`config.mk`:
```
export PLATFORM = sky130hd
export DESIGN_NAME = rs_dispatch
export DESIGN_NICKNAME = d
export VERILOG_FILES = /design/src/rtl/rs_dispatch.sv
export SDC_FILE = /design/constraint.sdc
export NUM_CORES = 1
export LEC_CHECK = 0
export ABC_AREA = 0
export BUFFER_PORTS_ARGS = -buffer_cell sky130_fd_sc_hd__buf_2
export CORE_AREA = 2 2 453 275
export DETAILED_ROUTE_END_ITERATION = 6
export DIE_AREA = 0 0 455 277
export PLACE_DENSITY_LB_ADDON = 0.12
export REMOVE_ABC_BUFFERS = 1
export SYNTH_ARGS = -nofsm -noshare
export SYNTH_HDL_FRONTEND = slang
export SYNTH_SLANG_ARGS = --single-unit
```
`constraint.sdc`:
```
create_clock -name clock_i -period 9.55 [get_ports clock_i]
set_clock_uncertainty 0.15 [all_clocks]
set_input_delay 0.4775 -clock clock_i [delete_from_list [all_inputs] [get_ports clock_i]]
set_output_delay 0.4775 -clock clock_i [all_outputs]
set_load 0.02 [all_outputs]
```
`src/rtl/rs_dispatch.sv`:
```
// rtl/rs_dispatch.sv - in-order dispatch FIFO driving up to 8 reservation stations
//
// Decoded instructions are queued in a small FIFO and issued strictly in order.
// The head entry goes to the station named by its unit-type field.
// The unit-type field is the top unitTypeBits of the word, so word bit queueWidth-1 is the field MSB.
//
// Ports:
//   clock_i          rising-edge clock
//   reset_i          asynchronous active-low reset
//   enable_i         decode presents a valid instruction
//   instruction_i    decoded instruction word
//   flush_i          synchronous pipeline flush
//   stall_o          FIFO full; decode must hold its instruction
//   rsStall_i        per-station stall, bit k = station k
//   rsEnable_o       registered one-hot dispatch strobe
//   rsInstruction_o  instruction bus shared by all stations
//   badUnit_o        one-cycle pulse when an illegal unit type is dropped
//   occupancy_o      current FIFO entry count
//   dispatchCount_o  instructions dispatched since reset (wraps)

module rs_dispatch #(
  parameter int queueWidth       = 302,
  parameter int numRS            = 4,
  parameter int unitTypeBits     = 3,
  parameter int fifoDepth        = 4,
  parameter int fifoIdxBits      = 2,
  parameter int DispatchInstance = 0
) (
  input  logic                   clock_i,
  input  logic                   reset_i,
  input  logic                   enable_i,
  input  logic [queueWidth-1:0]  instruction_i,
  input  logic                   flush_i,
  output logic                   stall_o,
  input  logic [numRS-1:0]       rsStall_i,
  output logic [numRS-1:0]       rsEnable_o,
  output logic [queueWidth-1:0]  rsInstruction_o,
  output logic                   badUnit_o,
  output logic [fifoIdxBits:0]   occupancy_o,
  output logic [31:0]            dispatchCount_o
);

  if (numRS < 1 || numRS > 8 || numRS > (1 << unitTypeBits) ||
      DispatchInstance < 0 || DispatchInstance > 7 ||
      fifoDepth < 2 || fifoDepth != (1 << fifoIdxBits)) begin : g_param_check
    $error("rs_dispatch: illegal parameter combination");
  end

  logic [queueWidth-1:0]   mem [fifoDepth];
  logic [fifoIdxBits-1:0]  wr_ptr;
  logic [fifoIdxBits-1:0]  rd_ptr;
  logic [fifoIdxBits:0]    count;

  logic [queueWidth-1:0]   head;
  logic [unitTypeBits-1:0] unit;
  logic                    unit_ok;
  logic                    unit_stall;
  logic [numRS-1:0]        unit_onehot;
  logic                    full;
  logic                    has_head;
  logic                    push;
  logic                    pop;
  logic                    dispatch;

  assign head = mem[rd_ptr];
  assign unit = head[queueWidth-1 -: unitTypeBits];

  // Decode the unit type against the attached stations; anything outside
  // 0..numRS-1 leaves unit_ok low and is dropped as a bad unit.
  always_comb begin
    unit_ok     = 1'b0;
    unit_stall  = 1'b0;
    unit_onehot = '0;
    for (int k = 0; k < numRS; k++) begin
      if (unit == unitTypeBits'(k)) begin
        unit_ok        = 1'b1;
        unit_stall     = rsStall_i[k];
        unit_onehot[k] = 1'b1;
      end
    end
  end

  assign full     = (count == (fifoIdxBits+1)'(fifoDepth));
  assign has_head = (count != '0) && !flush_i;
  // A stalled legal head blocks the whole queue; bad units never wait.
  assign pop      = has_head && (!unit_ok || !unit_stall);
  assign dispatch = has_head && unit_ok && !unit_stall;
  // Full blocks the push even when a pop frees a slot on the same edge.
  assign push     = enable_i && !full && !flush_i;

  always_ff @(posedge clock_i) begin
    if (push) begin
      mem[wr_ptr] <= instruction_i;
    end
  end

  always_ff @(posedge clock_i or negedge reset_i) begin
    if (!reset_i) begin
      wr_ptr          <= '0;
      rd_ptr          <= '0;
      count           <= '0;
      rsEnable_o      <= '0;
      rsInstruction_o <= '0;
      badUnit_o       <= 1'b0;
      dispatchCount_o <= '0;
    end else if (flush_i) begin
      wr_ptr     <= '0;
      rd_ptr     <= '0;
      count      <= '0;
      rsEnable_o <= '0;
      badUnit_o  <= 1'b0;
    end else begin
      if (push) begin
        wr_ptr <= wr_ptr + fifoIdxBits'(1);
      end
      if (pop) begin
        rd_ptr <= rd_ptr + fifoIdxBits'(1);
      end
      case ({push, pop})
        2'b10:   count <= count + (fifoIdxBits+1)'(1);
        2'b01:   count <= count - (fifoIdxBits+1)'(1);
        default: count <= count;
      endcase
      rsEnable_o <= dispatch ? unit_onehot : '0;
      badUnit_o  <= pop && !unit_ok;
      if (dispatch) begin
        rsInstruction_o <= head;
        dispatchCount_o <= dispatchCount_o + 32'd1;
      end
    end
  end

  assign stall_o     = full;
  assign occupancy_o = count;

endmodule

```
== After elaboration in Yosys (flattened, before gate mapping) ==
Memory sizes are Yosys's and may differ from the RTL's.
Cells that the tools add are included.
Widths: inputs -> output; s select.
Storage, ports and cells
  register bits: 346
  bits in writable memories: 1208
  bits of input ports: 310
  word-level logic and storage cells: 60
  memories: 1
Memory list
  mem: depth 4, bits a word 302, rd ports 1, clocked after memory_dff 0, wr ports 1, RTL line 49  | logic [queueWidth-1:0] mem [fifoDepth];
Cells by class
  add/sub/neg operators: 5
  eq/ne operators: 6
  mux-type cells: 22
  bitwise logic cells: 1
  reductions and logical operators: 18
Operators by type and width (number)
  $add 32x1->32 const B: 1
  $mux 1: 14
  $mux 2: 4
  $mux 4: 2
  $logic_and 1x1->1: 7
  $eq 3x2->1 const B: 2
  $pmux 3 s2: 1
  $reduce_bool 3->1: 2
  $add 2x1->2 const B: 2
  $logic_not 1->1: 4
  $reduce_bool 2->1: 2
  $add 3x1->3 const B: 1
  $eq 3x1->1 const B: 1
  $eq 3x3->1 const B: 1
  $logic_not 3->1: 1
  $mux 3: 1
  $sub 3x1->3 const B: 1
  $eq 2x1->1 const B: 1
  $eq 2x2->1 const B: 1
  $reduce_and 2->1: 1
  $logic_or 1x1->1: 1
  $not 1->1: 1

== Logic depth before layout (Yosys ltp) ==
An unclocked memory read counts as a cell.
  depth after elaboration: 12
  gate-level depth with buffers: 11

== Worst setup path before layout ==
OpenSTA, ideal clock, no wires.
  path kind: register to register
  start: register count[0], in the netlist occupancy_o[0]
  end: memory mem[0][0], enable pin
  arrival time: 8046 ps
  data required time: 8697 ps
  setup slack: 651 ps
  cell stages (with the launch flop): 5
  path buffers: 0
  clock period less this slack: 8899 ps
  cells stage by stage: dfrtp_1 -> or2_2 -> o21ai_1 -> nor2_1 -> and2_1
On the way
  longest elaborated chain between the ends: 6
Ends and longest elaborated chain
  start: declaration: RTL line 52  | logic [fifoIdxBits:0] count;
  start signal: assignment: RTL line 120  | 2'b10: count <= count + (fifoIdxBits+1)'(1);
  start signal: assignment: RTL line 121  | 2'b01: count <= count - (fifoIdxBits+1)'(1);
  start signal: assignment: RTL line 122  | default: count <= count;
  $eq 3x3->1: RTL line 83  | assign full = (count == (fifoIdxBits+1)'(fifoDepth));
  $logic_not 1->1: RTL line 89  | assign push = enable_i && !full && !flush_i;
  $logic_and 1x1->1 (2 in a row): RTL line 89
  $mux 1: RTL line 92  | if (push) begin
  $mux 1 (not written as such): RTL line 93  | mem[wr_ptr] <= instruction_i;
  end: declaration: RTL line 49
No other way between the ends.

== Worst setup path after layout ==
  start: register rd_ptr[1]
  end: register rsInstruction_o[48]
On the way
  longest elaborated chain between the ends: 9
Ends and longest elaborated chain
  start: declaration: RTL line 51  | logic [fifoIdxBits-1:0] rd_ptr;
  start signal: assignment: RTL line 117  | rd_ptr <= rd_ptr + fifoIdxBits'(1);
  $mem_v2 4x302 *
  $logic_not 3->1: RTL line 75  | if (unit == unitTypeBits'(k)) begin
  $mux 1 (4 in a row): RTL line 75
  $logic_and 1x1->1 or $logic_not 1->1 (tied branches): RTL line 87  | assign dispatch = has_head && unit_ok && !unit_stall;
  $logic_and 1x1->1: RTL line 87
  $reduce_and 2->1 (no line)
  end signal: assignment: RTL line 103  | rsInstruction_o <= '0;
  end signal: assignment: RTL line 127  | rsInstruction_o <= head;
  end: declaration: RTL line 37  | output logic [queueWidth-1:0] rsInstruction_o,
Mark *: on every way between the ends. The rest lies on a longest branch, timed or not.
A chain may end at the register's enable or synchronous reset.

==> qor.txt <==
commonest cells in the netlist: 1,208 x edfxtp_1, 346 x dfrtp_1, 302 x mux4_2
Ys Warns: 0
clk slew on worst S/H paths: 70 ps
CP arrival: 5260 ps
final period utilization: 50.19%
Post-Syn Area per Cell: 23.21 sq um
H-tree levels: 4
DRT met1 WL: 49,210 microns
largest net degree at the start of global routing: 133
Initial DRT Pass Iterations: 5
WL met2: 66,240 microns
status: finished, final reports clean
Netlist cell types: 40
Die Area: 0.1260 sq mm
Main synth FF type: edfxtp_1
IO Port Bufs: 652
Placed Instances: 4,655
final max-slew violation count: 0
Slew @ Worst Pin: 1341 ps
fin area: 0.06973 sq mm
NetSw: 5683 uW
Max Root-Sink Buffers: 3
met3 WL: 6582 microns
cts bufs inserted: 143
Post-Syn Area: 0.05703 sq mm
P_int: 13,590 uW
# setup viols final: 0
Setup WS post-layout: 4757 ps
Worst R2R Path Depth: 5
max_cap viols: 0
Boundary Pins: 653
synthesis-stage register bit count: 1,554
largest fanout on the critical path: 63
VDD IR max: 0.2295 mV
number of remaining DRC errors: 0
setup TNS: 0 ps
fin crit period: 4793 ps
grt ovf: 0
Hold Path Class: input port to async pin
Final HPWL DP: 72,760 microns
Sequential Power Share: 45.8%
Routed Antenna Nets: 0
post-synthesis cell count: 2,457
vias per inst: 5.332
total core area: 0.1225 sq mm
Placed Area: 0.06203 sq mm
asr flop ratio synth: 22.27%
Total GRT Usage: 19.93%
pre-CTS setup slack: 4768 ps
WL/cell: 23.85 microns
Initial Util: 46.55%
Switching Share: 29.48%
Hold WS: 181.4 ps
Max Clk Rate: 208.6 MHz
top cells by area, synth: edfxtp_1 64%, dfrtp_1 15%, mux4_2 12%
Layout Nets: 3,789
Post-Layout Cell Count: 5,230
count leader, synth: edfxtp_1
final-layout fill cell count: 9,137
CTS tree: yes
Placer Congestion: 0.8013
Slew headroom: 10.59%
sequential area share after synthesis: 78.79%
Pwr Density: 276.4 mW/mm^2
DRT iter0 DRCs: 1,720
layout cells sized above 1: 34.43%
die height: 277 microns
Sink Count: 1,554
WP data required: 10,020 ps
Post-synth EDFFs: 1,208
final hold violations: 0
CP startpoint kind: flip-flop
Top Metal Used: met5
Worst-Skew Late Latency: 760 ps
initial antenna violation count: 15
CP endpoint kind: flip-flop
root buf cell: clkbuf_16
Yosys top cell by area: edfxtp_1
RSZ-0062 raised after global routing: false
clock power share: 29.2%
LEAKAGE: 0.02504 uW
Layout area overhead: 22.28%
combinational cell fraction of total power: 25.0%
vias in the first global route: 29,980
Routed WL: 124,700 microns
CP Class: flip-flop to flip-flop
Rows: 100
Yosys top cell area share: 63.61%
Post CTS Setup Buffer Count: 0
die width: 455 microns
routed vias: 27,880
first-pass GRT wire length: 188,300 microns
-- flip-flops by register name, summed over array words and instances (netlist names) --
signal,cells
dispatchCount_o,32
rsEnable_o,4
wr_ptr,2
occupancy_o,3
badUnit_o,1
mem,1208
rd_ptr,2
rsInstruction_o,302
-- area by class of cell --
cell class              count  area, sq um  area share (%)
flip-flops and latches   1554        44940           64.45
multi-input cells         781        11410           16.36
repair buffers            988         6671           9.567
clock buffers             204         4054           5.814
well taps                1632         2042           2.928
clock inverters            61        585.6          0.8397
inverters                   5        18.77         0.02692
diodes                      5        12.51         0.01794
-- per-layer routing --
metal  track usage, %  vias to the layer above
li1                 -                    12100
met1            25.00                    14880
met2            34.81                      701
met3            4.561                      193
met4            5.383                       14
met5                0                        -
-- cell families after synthesis --
family | synth area share [%]
adders and majority gates | 0.1448
and+or+nand+nor | 1.231
xor gates and xnor gates | 0.4915
muxes | 18.01
DFF | 78.79
buffers and inverters | 1.222
AOI/OAI and AO/OA | 0.1075
-- worst paths after layout --
check	start	slack [ps]	endpoint
setup reg to reg	rd_ptr[1]	4760	rsInstruction_o[48]
setup / recovery	rd_ptr[1]	4760	rsInstruction_o[48]
hold reg to reg	dispatchCount_o[31]	320	dispatchCount_o[31]
max in group asynchronous	reset_i	7030	rd_ptr[1]
min in group clock_i	rsStall_i[3]	300	rd_ptr[0]
hold / removal	reset_i	180	rsInstruction_o[140]
-- critical path, stage by stage, from the launching register on --
cell and delay (ps):
dfrtp_4 1150, mux4_2 460, or3_1 890, nor2_8 640, buf_4 790, mux2_1 390
-- what timing repair did --
item                      in CTS  in global routing
resized for setup              0                  0
hold buffers                 305                  0
hold endpoints to repair    1297                  0
-- metrics by stage --
| stage | power [uW] | util, % |
|---|---|---|
| finish | 19280 | 56.93 |
| global placement | 13680 | 50.64 |
| global route | 20150 | 56.92 |
| CTS | 19580 | 56.92 |
| detailed placement | 13800 | 50.64 |
| floorplan | 12380 | - |
-- power by group through the flow --
stage                     clock network, uW  logic [uW]  registers (uW)
after global placement                    0        4760            8920
after detailed placement                  0        4830            8960
final                                  5630        4830            8820
after CTS                              5790        4960            8830
after global routing                   6060        5150            8940
after floorplan                           0        2380           10000
-- cells in the final DEF (no fill, tap or decap), drive strengths merged, types with 5 or more instances in the layout --
master,Yosys,final
nor2,12,12
nand4,14,14
nand2,13,13
o21ai,5,5
and2,8,8
diode,0,5
mux4,302,302
nor4,13,13
clkinv,0,45
inv,5,9
xor2,29,29
mux2,305,305
nor3,21,21
ha,5,5
clkinvlp,0,5
and3,10,10
clkbuf,79,204
edfxtp,1208,1208
nand3,15,15
buf,38,683
dfrtp,346,346
dlygate4sd3,0,305
bufinv,0,7
Power figures use the tool's default switching activity.
